==> src/rtl/mux_arb_pkg.sv <==
// ---------------------------------------------------------------------------
// mux_arb_pkg
// Shared types and constants for the two-requester round-robin mux arbiter.
//   arb_state_e : arbiter FSM states (IDLE, OWN_A, OWN_B)
//   SEL_A/SEL_B : mux select encodings, also used to record the last winner
// ---------------------------------------------------------------------------
package mux_arb_pkg;

  typedef enum logic [1:0] {
    IDLE  = 2'd0,
    OWN_A = 2'd1,
    OWN_B = 2'd2
  } arb_state_e;

  localparam logic SEL_A = 1'b0;
  localparam logic SEL_B = 1'b1;

endpackage

==> src/rtl/mux_2to1_bus.sv <==
// ---------------------------------------------------------------------------
// mux_2to1_bus
// Purely combinational DATA_W-wide 2:1 multiplexer.
// Ports:
//   i_sel  in  1       : 0 selects i_a, 1 selects i_b
//   i_a    in  DATA_W  : input 0
//   i_b    in  DATA_W  : input 1
//   o_y    out DATA_W  : selected input
// ---------------------------------------------------------------------------
module mux_2to1_bus #(
  parameter int DATA_W = 8
) (
  input  logic              i_sel,
  input  logic [DATA_W-1:0] i_a,
  input  logic [DATA_W-1:0] i_b,
  output logic [DATA_W-1:0] o_y
);

  assign o_y = i_sel ? i_b : i_a;

endmodule

==> src/rtl/mux_rr_arbiter.sv <==
// ---------------------------------------------------------------------------
// mux_rr_arbiter
// Round-robin arbiter that shares one 2:1 datapath mux between two streaming
// requesters (A, B). Ownership is granted per transaction and released on a
// last beat, on reaching the beat limit, or when the owner drops its request.
// Ports:
//   clk_in, rst_n_in            : clock (rising edge), async active-low reset
//   a_req_in/a_data_in/a_last_in: requester A beat interface, a_ack_out accept
//   b_req_in/b_data_in/b_last_in: requester B beat interface, b_ack_out accept
//   y_valid_out/y_data_out      : downstream beat, y_ready_in back-pressure
//   sel_out                     : mux select (0 = A, 1 = B)
//   busy_out                    : a grant is active
// ---------------------------------------------------------------------------
module mux_rr_arbiter
  import mux_arb_pkg::*;
#(
  parameter int DATA_W    = 8,
  parameter int MAX_BEATS = 16
) (
  input  logic              clk_in,
  input  logic              rst_n_in,
  input  logic              a_req_in,
  input  logic [DATA_W-1:0] a_data_in,
  input  logic              a_last_in,
  output logic              a_ack_out,
  input  logic              b_req_in,
  input  logic [DATA_W-1:0] b_data_in,
  input  logic              b_last_in,
  output logic              b_ack_out,
  output logic              y_valid_out,
  output logic [DATA_W-1:0] y_data_out,
  input  logic              y_ready_in,
  output logic              sel_out,
  output logic              busy_out
);

  localparam int CNT_W = (MAX_BEATS < 1) ? 1 : $clog2(MAX_BEATS + 1);
  // Count value of the final beat allowed within one grant.
  localparam logic [CNT_W-1:0] BEAT_LIMIT =
    (MAX_BEATS == 0) ? '0 : CNT_W'(MAX_BEATS - 1);

  arb_state_e       r_state;
  arb_state_e       w_nextState;
  logic             r_lastWinner;
  logic             r_sel;
  logic [CNT_W-1:0] r_beatCnt;

  logic w_ownA;
  logic w_ownB;
  logic w_ownReq;
  logic w_ownLast;
  logic w_ownAck;
  logic w_atLimit;
  logic w_release;

  assign w_ownA    = (r_state == OWN_A);
  assign w_ownB    = (r_state == OWN_B);
  assign w_ownReq  = w_ownB ? b_req_in  : a_req_in;
  assign w_ownLast = w_ownB ? b_last_in : a_last_in;
  assign w_ownAck  = (w_ownA | w_ownB) & w_ownReq & y_ready_in;
  assign w_atLimit = (MAX_BEATS != 0) && (r_beatCnt == BEAT_LIMIT);

  // The owner gives up the grant on an accepted final/limit beat, or at once
  // if it abandons the transaction by dropping its request.
  assign w_release = (w_ownA | w_ownB) &
                     (~w_ownReq | (w_ownAck & (w_ownLast | w_atLimit)));

  // Next-state: ties in IDLE go to whoever did not win last; on release the
  // other requester is preferred so handover has no idle bubble.
  always_comb begin
    w_nextState = r_state;
    case (r_state)
      IDLE: begin
        if (a_req_in && b_req_in)
          w_nextState = (r_lastWinner == SEL_A) ? OWN_B : OWN_A;
        else if (a_req_in)
          w_nextState = OWN_A;
        else if (b_req_in)
          w_nextState = OWN_B;
      end
      OWN_A: begin
        if (w_release)
          w_nextState = b_req_in ? OWN_B : (a_req_in ? OWN_A : IDLE);
      end
      OWN_B: begin
        if (w_release)
          w_nextState = a_req_in ? OWN_A : (b_req_in ? OWN_B : IDLE);
      end
      default: w_nextState = IDLE;
    endcase
  end

  // State, fairness history, registered select and beat counter. The select
  // only changes when a grant is taken, so sel_out never sees req inputs.
  always_ff @(posedge clk_in or negedge rst_n_in) begin
    if (!rst_n_in) begin
      r_state      <= IDLE;
      r_lastWinner <= SEL_B;
      r_sel        <= SEL_A;
      r_beatCnt    <= '0;
    end else begin
      r_state <= w_nextState;
      if (w_release)
        r_lastWinner <= w_ownB ? SEL_B : SEL_A;
      if (w_nextState == OWN_A)
        r_sel <= SEL_A;
      else if (w_nextState == OWN_B)
        r_sel <= SEL_B;
      if (w_release || (MAX_BEATS == 0))
        r_beatCnt <= '0;
      else if (w_ownAck)
        r_beatCnt <= r_beatCnt + CNT_W'(1);
    end
  end

  mux_2to1_bus #(
    .DATA_W (DATA_W)
  ) u_dataMux (
    .i_sel (r_sel),
    .i_a   (a_data_in),
    .i_b   (b_data_in),
    .o_y   (y_data_out)
  );

  assign a_ack_out   = w_ownA & a_req_in & y_ready_in;
  assign b_ack_out   = w_ownB & b_req_in & y_ready_in;
  assign y_valid_out = (w_ownA & a_req_in) | (w_ownB & b_req_in);
  assign sel_out     = r_sel;
  assign busy_out    = w_ownA | w_ownB;

endmodule

==> config.mk <==
export PLATFORM = sky130hd
export DESIGN_NAME = mux_rr_arbiter
export DESIGN_NICKNAME = d
export VERILOG_FILES = /design/src/rtl/mux_arb_pkg.sv /design/src/rtl/mux_2to1_bus.sv /design/src/rtl/mux_rr_arbiter.sv
export SDC_FILE = /design/constraint.sdc
export NUM_CORES = 1
export LEC_CHECK = 0
export BUFFER_PORTS_ARGS = -buffer_cell sky130_fd_sc_hd__buf_4
export CORE_ASPECT_RATIO = 0.9
export CORE_MARGIN = 2
export CORE_UTILIZATION = 40
export CTS_BUF_LIST = sky130_fd_sc_hd__clkbuf_8 sky130_fd_sc_hd__clkbuf_16
export CTS_CLUSTER_SIZE = 28
export DETAILED_ROUTE_END_ITERATION = 12
export PLACE_DENSITY = 0.77
export RECOVER_POWER = 100
export REMOVE_ABC_BUFFERS = 1
export SLEW_MARGIN = 40
export SYNTH_ARGS = -nofsm -noshare
export SYNTH_HDL_FRONTEND = slang
export SYNTH_SLANG_ARGS = --single-unit
==> constraint.sdc <==
create_clock -name clk_in -period 3.1 [get_ports clk_in]
set_clock_uncertainty 0.2 [all_clocks]
set_input_delay 0.31 -clock clk_in [delete_from_list [all_inputs] [get_ports clk_in]]
set_output_delay 0.31 -clock clk_in [all_outputs]
set_load 0.03 [all_outputs]
==> results of run 1 <==
-- per-layer routing --
layer | vias to the layer above | GRT usage | wire, um
li1 | 397 | - | -
met1 | 367 | 0.256 | 970
met2 | 21 | 0.305 | 1070
met3 | 2 | 0.0584 | 96
met4 | 0 | 0.0316 | 10
met5 | - | 0 | 0
-- power breakdown --
group / leakage [uW] / switching [uW] / internal [uW]
clock network: 0.0000255 / 50.0 / 87.9
logic: 0.000387 / 332 / 199
registers: 0.000114 / 45.4 / 159
total: 0.000527 / 428 / 446
-- worst reg2reg max path, cell delays in order (launching register included) --
cell and delay [ps]:
dfrtp_1 410, inv_1 140, ha_1 260, mux2i_1 420
nand2_2 140, and3_1 230, a221oi_1 280, ha_1 300
mux2i_1 120
-- layout make-up --
class	instances	area (um2)
Clock buffer	3	41.3
Clock inverter	1	5.00
Fill cell	195	821
Inverter	6	22.5
Multi-Input combinational cell	69	547
Sequential cell	9	226
Tap cell	25	31.3
Timing Repair Buffer	36	220
-- state kept, by name (all words and copies together), names as in the netlist --
| signal | count |
|---|---|
| r_beatCnt | 5 |
| r_lastWinner | 1 |
| r_state | 2 |
| sel_out | 1 |
-- how the worst max path moves through the flow --
stage,to,cells after the start
2_1_floorplan,sel_out$_DFFE_PN0P_,7
3_3_place_gp,sel_out$_DFFE_PN0P_,8
3_5_place_dp,sel_out$_DFFE_PN0P_,8
4_1_cts,sel_out$_DFFE_PN0P_,8
5_1_grt,sel_out$_DFFE_PN0P_,8
6_report,sel_out$_DFFE_PN0P_,8
-- cells by family (layout without fill, tap and decap cells) --
logic type | count (synthesis) | in the layout | share of synthesized area
flops | 9 | 9 | 0.279
mux | 11 | 11 | 0.159
compound gates | 19 | 19 | 0.196
simple gates | 31 | 31 | 0.201
buf+inv | 9 | 46 | 0.0417
fa+ha+maj | 8 | 8 | 0.123
-- through the flow --
step           hold slack [ps]  std cells
2_1_floorplan             -186         84
3_3_place_gp             -61.9        144
3_5_place_dp             -59.9        144
4_1_cts                    234        149
5_1_grt                    281        149
6_report                   266        149
-- placed cells by master (no fill, tap or decap), types with 2 or more instances in the layout --
master / netlist / routed
buf_4: 0 / 21
clkbuf_1: 3 / 14
mux2_2: 8 / 8
ha_1: 8 / 8
dfrtp_1: 8 / 8
nand2_1: 7 / 7
inv_1: 6 / 6
and3_1: 6 / 6
nand3_1: 6 / 6
o21ai_0: 5 / 5
nor2_1: 4 / 4
o31ai_1: 4 / 4
nand2b_1: 3 / 3
clkbuf_8: 0 / 3
mux2i_1: 1 / 2
==> impl_results.md, run 1 <==
* Final net count at 156
* CP Data Required Time at 3020 ps
* First-pass GRT wire length at around 3.2 mm
* Pwr/cell area at 799 nW/um2
* Setup WS pre-CTS at ~600 ps
* Post-CTS Setup Inserts at 0
* Core area at 1910 um2
* Share of the synthesized area in the top cell type at 0.247
* Number of hold buffers added after cts at 1
* Routed vias at between 700 and 800
* Slowest CP cell: mux2i_1
* Final TNS setup at 0 ps
* Synth unique cells at 31
* Crit Reg-Reg Endpoint: sel_out$_DFFE_PN0P_
* Wire per inst at ~14 um
* Cell Area, Synth at about 810 um2
* Fin worst setup slack at between 400 and 500 ps
* Unrepaired setup endpoints after global routing: false
* Max stage delay on crit path at around 420 ps
* Rows at 15
* Post-Route WL at between 2 and 2.5 mm
* Mapped Cells at 87
* Worst Hold Class: reg2reg
* Via density at approximately 5.3
* EDFF count, synth at 0
* Hold Crit Start: r_lastWinner$_DFFE_PN1N_
* Worst R2R Setup Slack at about 490 ps
* CP max FO at 6
* Share of cells above drive strength 1 at 0.306
* I/O pins at 36
* Routability cong. at a little over 0.8
* # DRC at 0
* CTS clock-pin slew for the worst setup and hold paths at around 50 ps
* WHS Endpoint: r_lastWinner$_DFFE_PN1N_
* Gr ovfl total at 0
* Crit path from: r_state[0]$_DFF_PN0_
* Status: completed
* Pin count of the biggest net entering global routing at 11
* CTS tree: built
* Fin crit period at roughly 2600 ps
* H-tree level count at 1
* Final Cycle Share at 0.842
* 1st-pass router iterations at 4
* Final Max Tran Viols at 0
* CP Capture Type: register
* R2R Path Start: r_state[0]$_DFF_PN0_
* Die width at just over 50 um
* Final setup violation count at 0
* Crit path arrival time at roughly 2500 ps
* Max VDD drop at 0.611 mV
* Num CTS Buffers at 3
* Final instance area at between 1000 and 1500 um2
* R2R depth at 8
* Area grow syn2layout at 34.9%
* Clock Tree Root: clkbuf_8
* Leakage at ~0.00053 uW
* Cell taking the most area after synthesis: dfrtp_1
* Buffers added on ports at 35
* Tot Pwr at just under 900 uW
* CP cell instances: inv_1 > ha_1 > mux2i_1 > nand2_2 > and3_1 > a221oi_1 > ha_1 > mux2i_1
* CTS resizes at 0
* Starting density of the core at 0.424
* Initial antenna violation count at 0
* Final core utilization at 0.571
* Flops & latches, synth at 9
* Worst-Skew Late Latency at between 200 and 250 ps
* CTS Buffer Depth at 2
* Avg Cell Area, Syn at a little over 9 um2
* Max-slew headroom at 0.552
* Fmax at ~0.38 GHz
* Post-DP HPWL at ~1.7 mm
* Setup Crit Path Kind: reg2reg
* Drt initial violations at 16
* Die Height at about 47 um
* Register area share after synthesis at 0.279
* Gr usage total at 0.189
* Crit-path leading delay family: adder cells
* Die area at roughly 2400 um2
* DP Area at about 1100 um2
* WP buf/inv at 1
* CP Launch Type: register
* Hold Crit Depth at 2
* Synth warnings at 0
* Post-route antenna net violation count at 0
* Number of global-route vias before repair at roughly 740
* Max-Cap Viols at 0
* Synth area leaders: dfrtp_1, ha_1, mux2_2
* Synth cell count leaders: dfrtp_1, ha_1, mux2_2
* Async SR Flop Fraction at 1.00
* Diode count at 0
* Synth Flop Type: dfrtp_1
* Final Hold Viols at 0
* Worst-Margin Slew at about 670 ps
* CTS sink cnt at 9
Power figures use the tool's default switching activity.
==> inputs of run 2 (changes only) <==
--- a/config.mk
+++ b/config.mk
@@ -5,6 +5,7 @@
 export SDC_FILE = /design/constraint.sdc
 export NUM_CORES = 1
 export LEC_CHECK = 0
+export ABC_AREA = 1
 export BUFFER_PORTS_ARGS = -buffer_cell sky130_fd_sc_hd__buf_4
 export CORE_ASPECT_RATIO = 0.9
 export CORE_MARGIN = 2
@@ -12,7 +13,7 @@
 export CTS_BUF_LIST = sky130_fd_sc_hd__clkbuf_8 sky130_fd_sc_hd__clkbuf_16
 export CTS_CLUSTER_SIZE = 28
 export DETAILED_ROUTE_END_ITERATION = 12
-export PLACE_DENSITY = 0.77
+export PLACE_DENSITY = 0.8
 export RECOVER_POWER = 100
 export REMOVE_ABC_BUFFERS = 1
 export SLEW_MARGIN = 40
==> constraint.sdc (replaced) <==
create_clock -name clk_in -period 2.1 [get_ports clk_in]
set_clock_uncertainty 0.2 [all_clocks]
set_input_delay 0.21 -clock clk_in [delete_from_list [all_inputs] [get_ports clk_in]]
set_output_delay 0.21 -clock clk_in [all_outputs]
set_load 0.03 [all_outputs]
==> run 2 against run 1 <==
Net effect:
- the flow now finishes with violations (setup timing)
- total power grew 130%
- area after synthesis shrank 2.9%
- count of clock-buffer cells in the layout is the same
- clock power grew 50%
- core utilization grew 18 points
- combinational power grew to 2.9 times the previous value
- final area grew 29%
- largest power group unchanged
- largest cell class unchanged
- critical path depth grew 5
- sequential cell count is the same
- wire length grew 29%
==> impl_results.md, run 2 <==
* CP cell instances: buf_4 > ha_1 > nand2_2 > nand3_4 > nand2_2 > nand3_1 > nand3_1 > nand3_1 > nand2_1 > inv_2 > ha_4 > nand2_2 > o21ai_1
* Gr usage total at 0.247 (+0.0583)
* Rows at 15 (unchanged)
* Synth cell count leaders: nand2_1, inv_1, nand3_1
* Worst R2R Setup Slack at -150 ps (-640 ps)
* Post-DP HPWL at 1.79 mm (+5.7%)
* I/O pins at 36 (unchanged)
* R2R Path Start: r_state[1]$_DFF_PN0_
* Avg Cell Area, Syn at 7.87 um2 (-16%)
* Max VDD drop at 0.860 mV (+41%)
* Die area at 2340 um2 (-2.7%)
* Worst Hold Slack at 238 ps (-28.2 ps)
* Worst-Margin Slew at 505 ps (-160 ps)
* Most frequent cells in the layout: buf_4, nand2_2, inv_1, clkbuf_1, nand2_1
* Commonest non-fill, non-tap cell in the layout: buf_4
* Cell with the most instances after synthesis: nand2_1
* Met3 WL post-DR at 137 um (+43%)
* First-pass GRT wire length at 4.18 mm (+29%)
* WL met1 at 1.07 mm (+10%)
* Biggest registers after layout: r_beatCnt x5, r_state x2
* Final Cycle Share at 1.07 (+0.230)
* Final core utilization at 0.751 (+0.180)
* Worst-Skew Late Latency at 240 ps (about the same)
* Setup Crit Path Kind: reg2reg
* Fin crit period at 2250 ps (-359 ps)
* 1st-pass router iterations at 4 (unchanged)
* Register area share after synthesis at 0.288 (+0.00844)
* Async SR Flop Fraction at 1.00 (unchanged)
* Diode count at 0 (unchanged)
* Crit-path leading delay family: simple AND/OR/NAND/NOR gates
* Synth Flop Type: dfrtp_1
* Routability cong. at 0.795 (-2.7%)
* Synth area leaders: dfrtp_1, ha_1, mux2_2
* CTS sink cnt at 9 (unchanged)
* Buffers added on ports at 35 (unchanged)
* Num CTS Buffers at 3 (unchanged)
* CP Capture Type: register
* Synth unique cells at 19 (-39%)
* Wire per inst at 14.3 um (-1.2%)
* WP buf/inv at 2 (+1)
* Share of cells above drive strength 1 at 0.609 (+0.303)
* Flops & latches, synth at 9 (unchanged)
* Max-Cap Viols at 0 (unchanged)
* Number of global-route vias before repair at 931 (+26%)
* Gr ovfl total at 0 (unchanged)
* Max stage delay on crit path at 410 ps (about the same)
* CP Launch Type: register
* # DRC at 0 (unchanged)
* CP max FO at 5 (-1)
* Share of the synthesized area in the top cell type at 0.254 (+0.00746)
* Tot Pwr at 2010 uW (+130%)
* Core area at 1880 um2 (-2.0%)
* Cell Area, Synth at 787 um2 (-2.9%)
* Max FFs per register at 5 (unchanged)
* Fill count at 127 (-35%)
* Synth warnings at 0 (unchanged)
* Via density at 5.00 (-5.3%)
* H-tree level count at 1 (unchanged)
* Worst Hold Class: in2async
* Area grow syn2layout at 79.2%
* Fin worst setup slack at -152 ps (-641 ps)
* Status: finished with violations
* Leakage at 0.000724 uW (+37%)
* Final setup violation count at 6 (+6)
* Metal2 WL at 1.45 mm (+35%)
* Final Max Tran Viols at 0 (unchanged)
* Post-Route WL at 2.77 mm (+29%)
* CTS clock-pin slew for the worst setup and hold paths at 50 ps (about the same)
* Pwr/cell area at 1420 nW/um2 (+78%)
* Initial antenna violation count at 0 (unchanged)
* Post-route antenna net violation count at 0 (unchanged)
* Die width at 50.8 um (-1.4%)
* Crit path arrival time at 2180 ps (-350 ps)
* Largest Register: r_beatCnt
* Unrepaired setup endpoints after global routing: true
* Final net count at 201 (+29%)
* CTS tree: built
* Crit Reg-Reg Endpoint: sel_out$_DFFE_PN0P_
* EDFF count, synth at 0 (unchanged)
* CP Data Required Time at 2020 ps (-1000 ps)
* R2R depth at 13 (+5)
* Final Hold Viols at 0 (unchanged)
* Mapped Cells at 100 (+15%)
* Fmax at 0.444 GHz (+16%)
* CTS Buffer Depth at 2 (unchanged)
* Slowest CP cell: dfrtp_1
* Drt initial violations at 21 (+5)
* Violated checks: setup timing
* Top layer in use: met4
* Starting density of the core at 0.419 (-0.00420)
* Routed vias at 970 (+23%)
* Cell taking the most area after synthesis: dfrtp_1
* Final TNS setup at -558 ps (-558 ps)
* Max-slew headroom at 0.663 (+0.112)
* Die Height at 46.1 um (-1.3%)
* Pin count of the biggest net entering global routing at 11 (unchanged)
* Clock Tree Root: clkbuf_8
[run 2: cell types whose count changed after synthesis, sizes merged, moves of 2 or more]
| cell | change |
|---|---|
| nand3 | +5 |
| nor2 | +3 |
| mux2i | -2 |
| o31ai | -4 |
| xor2 | +2 |
| and3 | -6 |
| clkbuf | -3 |
| nand2 | +20 |
| nand2b | -3 |
| inv | +8 |
[run 2: kinds of logic (layout without fill, tap and decap cells)]
family,Yosys count,in the layout,synth area share
xor+xnor,2,2,0.0223
simple gates,49,49,0.302
fa+ha+maj,8,8,0.127
compound gates,9,9,0.0731
flops,9,9,0.288
buf+inv,15,84,0.0731
mux,8,8,0.114
[run 2: worst max path at each step]
stage	slack [ps]	start	depth (start not counted)	to
floorplan	-270	r_state[1]$_DFF_PN0_	14	sel_out$_DFFE_PN0P_
global placement	-170	r_state[0]$_DFF_PN0_	14	sel_out$_DFFE_PN0P_
detailed placement	-220	r_beatCnt[0]$_DFFE_PN0P_	17	sel_out$_DFFE_PN0P_
CTS	-150	r_beatCnt[1]$_DFFE_PN0P_	17	sel_out$_DFFE_PN0P_
global route	-250	r_state[0]$_DFF_PN0_	14	sel_out$_DFFE_PN0P_
finish	-150	r_state[1]$_DFF_PN0_	13	sel_out$_DFFE_PN0P_
[run 2: layout make-up]
class                   count  area, um2  area share
clock buffers               3       41.3      0.0293
flip-flops and latches      9        226       0.161
multi-input cells          76        599       0.425
repair buffers             66        455       0.323
well taps                  25       31.3      0.0222
clock inverters             1       3.75     0.00266
inverters                  14       52.6      0.0373
[run 2: repair_timing]
action / CTS / global route
endpoints found under the setup margin: 1 / 6
endpoints found under the hold margin: 9 / 0
buffers inserted: 11 / 2
pin swaps: 14 / 13
gates resized for setup: 17 / 16
hold buffers: 1 / 0
[run 2: through the flow]
step	worst slack [ps]	cells	area, um2
2_1_floorplan	-265	99	782
4_1_cts	-149	192	1390
6_report	-152	194	1410
3_5_place_dp	-215	177	1210
5_1_grt	-250	194	1410
3_3_place_gp	-171	177	1210
[run 2: where the power goes]
part	internal [uW]	switching [uW]
logic	704	814
registers	223	57.7
clock network	128	79.2
total	1050	951
[run 2: layer usage]
metal / vias up / track usage
met1: 461 / 0.280
met5: - / 0
met3: 13 / 0.0844
met4: 0 / 0.0649
li1: 467 / -
met2: 29 / 0.453
==> inputs of run 3 (changes only) <==
--- a/config.mk
+++ b/config.mk
@@ -16,6 +16,7 @@
 export PLACE_DENSITY = 0.8
 export RECOVER_POWER = 100
 export REMOVE_ABC_BUFFERS = 1
+export SKIP_CTS_REPAIR_TIMING = 1
 export SLEW_MARGIN = 40
 export SYNTH_ARGS = -nofsm -noshare
 export SYNTH_HDL_FRONTEND = slang
==> run 3 against run 2 <==
Net effect:
- the flow still finishes with violations (setup timing)
- worst hold slack got worse by 12 ps
- critical path depth rose by 4
- global-route usage shrank 2.7 points
- critical endpoint unchanged
- sequential cell count did not move
- final area down 6.2%
- clock power shrank 2%
- sequential share of layout area grew 1.1 points
==> impl_results.md, run 3 (synthesis gave the netlist of run 2 again) <==
* Fin worst setup slack at -222 ps (-69.2 ps)
* Post-DP HPWL at 1.79 mm (unchanged)
* Die area at 2340 um2 (unchanged)
* Final instance area at 1320 um2 (-6.2%)
* Crit path arrival time at 2270 ps (+90 ps)
* H-tree level count at 1 (unchanged)
* Footprint of the multi-input gates at 567 um2 (-5.4%)
* Worst-Margin Slew at 502 ps (-2.89 ps)
* Worst Hold Class: in2reg
* I/O pins at 36 (unchanged)
* Pin count of the biggest net entering global routing at 11 (unchanged)
* First-pass GRT wire length at 3.75 mm (-10%)
* Clock Tree Root: clkbuf_8
* CTS sink cnt at 9 (unchanged)
* CP dominant cell by count: nand2_2
* Max FFs per register at 5 (unchanged)
* CTS Buffer Depth at 2 (unchanged)
* Final setup violation count at 2 (-4)
* Max-slew headroom at 0.665 (+0.00193)
* Setup Crit Path Kind: reg2reg
* Area grow syn2layout at 68.0%
* Commonest non-fill, non-tap cell in the layout: buf_4
* Final Max Tran Viols at 0 (unchanged)
* Max VDD drop at 0.782 mV (-9.1%)
* Most frequent cells in the layout: buf_4, nand2_2, nand2_1
* CTS tree: built
* CTS clock-pin slew for the worst setup and hold paths at 40 ps (about the same)
* Die width at 50.8 um (unchanged)
* GRT Max-Usage Layer: met2
* Fin crit period at 2320 ps (+69.2 ps)
* Setup WS pre-CTS at -215 ps (unchanged)
* Wire per inst at 12.9 um (-9.5%)
* Largest Register: r_beatCnt
* # DRC at 0 (unchanged)
* CP Data Required Time at 2050 ps (+30 ps)
* Worst-Skew Late Latency at 240 ps (about the same)
* CP Launch Type: register
* Fill count at 148 (+17%)
* Violated checks: setup timing
* Buffers added on ports at 35 (unchanged)
* Rows at 15 (unchanged)
* DP Area at 1210 um2 (unchanged)
* Slowest CP cell: dfrtp_1
* Combinational share of power at 0.737 (-0.020)
* Max stage delay on crit path at 390 ps (-20 ps)
* Met3 Use GR at 0.0779 (-0.00649)
* Final core utilization at 0.705 (-0.0467)
* Routability cong. at 0.795 (unchanged)
* Final Cycle Share at 1.11 (+0.0330)
* Tot Pwr at 1850 uW (-8.0%)
* Status: finished with violations
* Number of global-route vias before repair at 866 (-7.0%)
* Core area at 1880 um2 (unchanged)
* Met1 usage at 0.260 (-0.0196)
* Via density at 4.89 (-2.3%)
* Die Height at 46.1 um (unchanged)
* Routed vias at 909 (-6.3%)
* Switch Pwr at 872 uW (-8.3%)
* Max-Cap Viols at 0 (unchanged)
* Starting density of the core at 0.419 (unchanged)
* Post-Route WL at 2.40 mm (-13%)
* Fmax at 0.431 GHz (-3.0%)
* Sequential share of power at 0.153 (+0.013)
* CP Capture Type: register
* Share of cells above drive strength 1 at 0.547 (-0.0629)
* Gr usage total at 0.220 (-0.0268)
* Clock Power Share at 0.110 (+0.007)
* Final net count at 193 (-4.0%)
* Area taken by flip-flops and latches at 226 um2 (unchanged)
* CP max FO at 3 (-2)
* Unrepaired setup endpoints after global routing: true
* Sw Share at 0.473 (-0.00130)
* Leakage at 0.000687 uW (-5.2%)
* Pwr/cell area at 1400 nW/um2 (-1.9%)
* Drt initial violations at 12 (-43%)
* GR Layer Usage met2 at 0.397 (-0.0553)
* Biggest registers after layout: r_beatCnt x5, r_state x2
* Int Pwr at 973 uW (-7.8%)
* Final Hold Viols at 0 (unchanged)
* Gr ovfl total at 0 (unchanged)
* Num CTS Buffers at 3 (unchanged)
* Diode count at 0 (unchanged)
* Post-route antenna net violation count at 0 (unchanged)
* 1st-pass router iterations at 4 (unchanged)
* CP cell instances: ha_2 > nand2_2 > nor2_2 > ha_2 > inv_2 > nand2_2 > nor2_4 > nand2_2 > nand2_2 > nand2_1 > nand2_1 > nand2_2 > nand2_2 > nand2_2 > ha_4 > nand2_2 > o21ai_1
* Initial antenna violation count at 0 (unchanged)
## run 3: cell type report
| class | count | area share |
|---|---|---|
| clock inverters | 1 | 0.00284 |
| well taps | 25 | 0.0237 |
| clock buffers | 3 | 0.0312 |
| multi-input cells | 76 | 0.429 |
| flip-flops and latches | 9 | 0.171 |
| repair buffers | 58 | 0.303 |
| inverters | 14 | 0.0397 |
## run 3: power groups by stage
stage	sequential, uW	clock (uW)	combinational, uW
finish	282	203	1360
global placement	276	0	1130
detailed placement	280	0	1160
floorplan	294	0	665
CTS	277	208	1170
global route	286	221	1480
## run 3: per-stage QoR
step,TNS [ps],instances,hold slack [ps]
2_1_floorplan,-265,99,-286
3_3_place_gp,-171,177,-163
3_5_place_dp,-215,177,-155
4_1_cts,-236,181,-414
5_1_grt,-784,186,267
6_report,-250,186,225
## run 3: critical path, delay by kind of cell, from the launching register on
family                     cells  cell delay, ps
and+or+nand+nor               12             840
DFF                            1             390
adders and majority gates      3             640
buffers and inverters          1              70
AOI/OAI and AO/OA              1             110
## run 3: metal layers
layer	part of all wire	vias up
li1	-	452
met1	0.41	435
met2	0.54	17
met3	0.038	5
met4	0.012	0
met5	0	-
## run 3: path summary, 6_finish.rpt
path	from	endpoint	slack [ps]	cells after the start
min in group asynchronous	rst_n_in	r_beatCnt[4]$_DFFE_PN0P_	240	2
hold reg to reg	r_lastWinner$_DFFE_PN1N_	r_lastWinner$_DFFE_PN1N_	310	2
max in group asynchronous	rst_n_in	r_lastWinner$_DFFE_PN1N_	1100	2
setup reg to reg	r_beatCnt[1]$_DFFE_PN0P_	sel_out$_DFFE_PN0P_	-220	17
setup / recovery	r_beatCnt[1]$_DFFE_PN0P_	sel_out$_DFFE_PN0P_	-220	17
hold / removal	a_req_in	r_state[1]$_DFF_PN0_	230	4
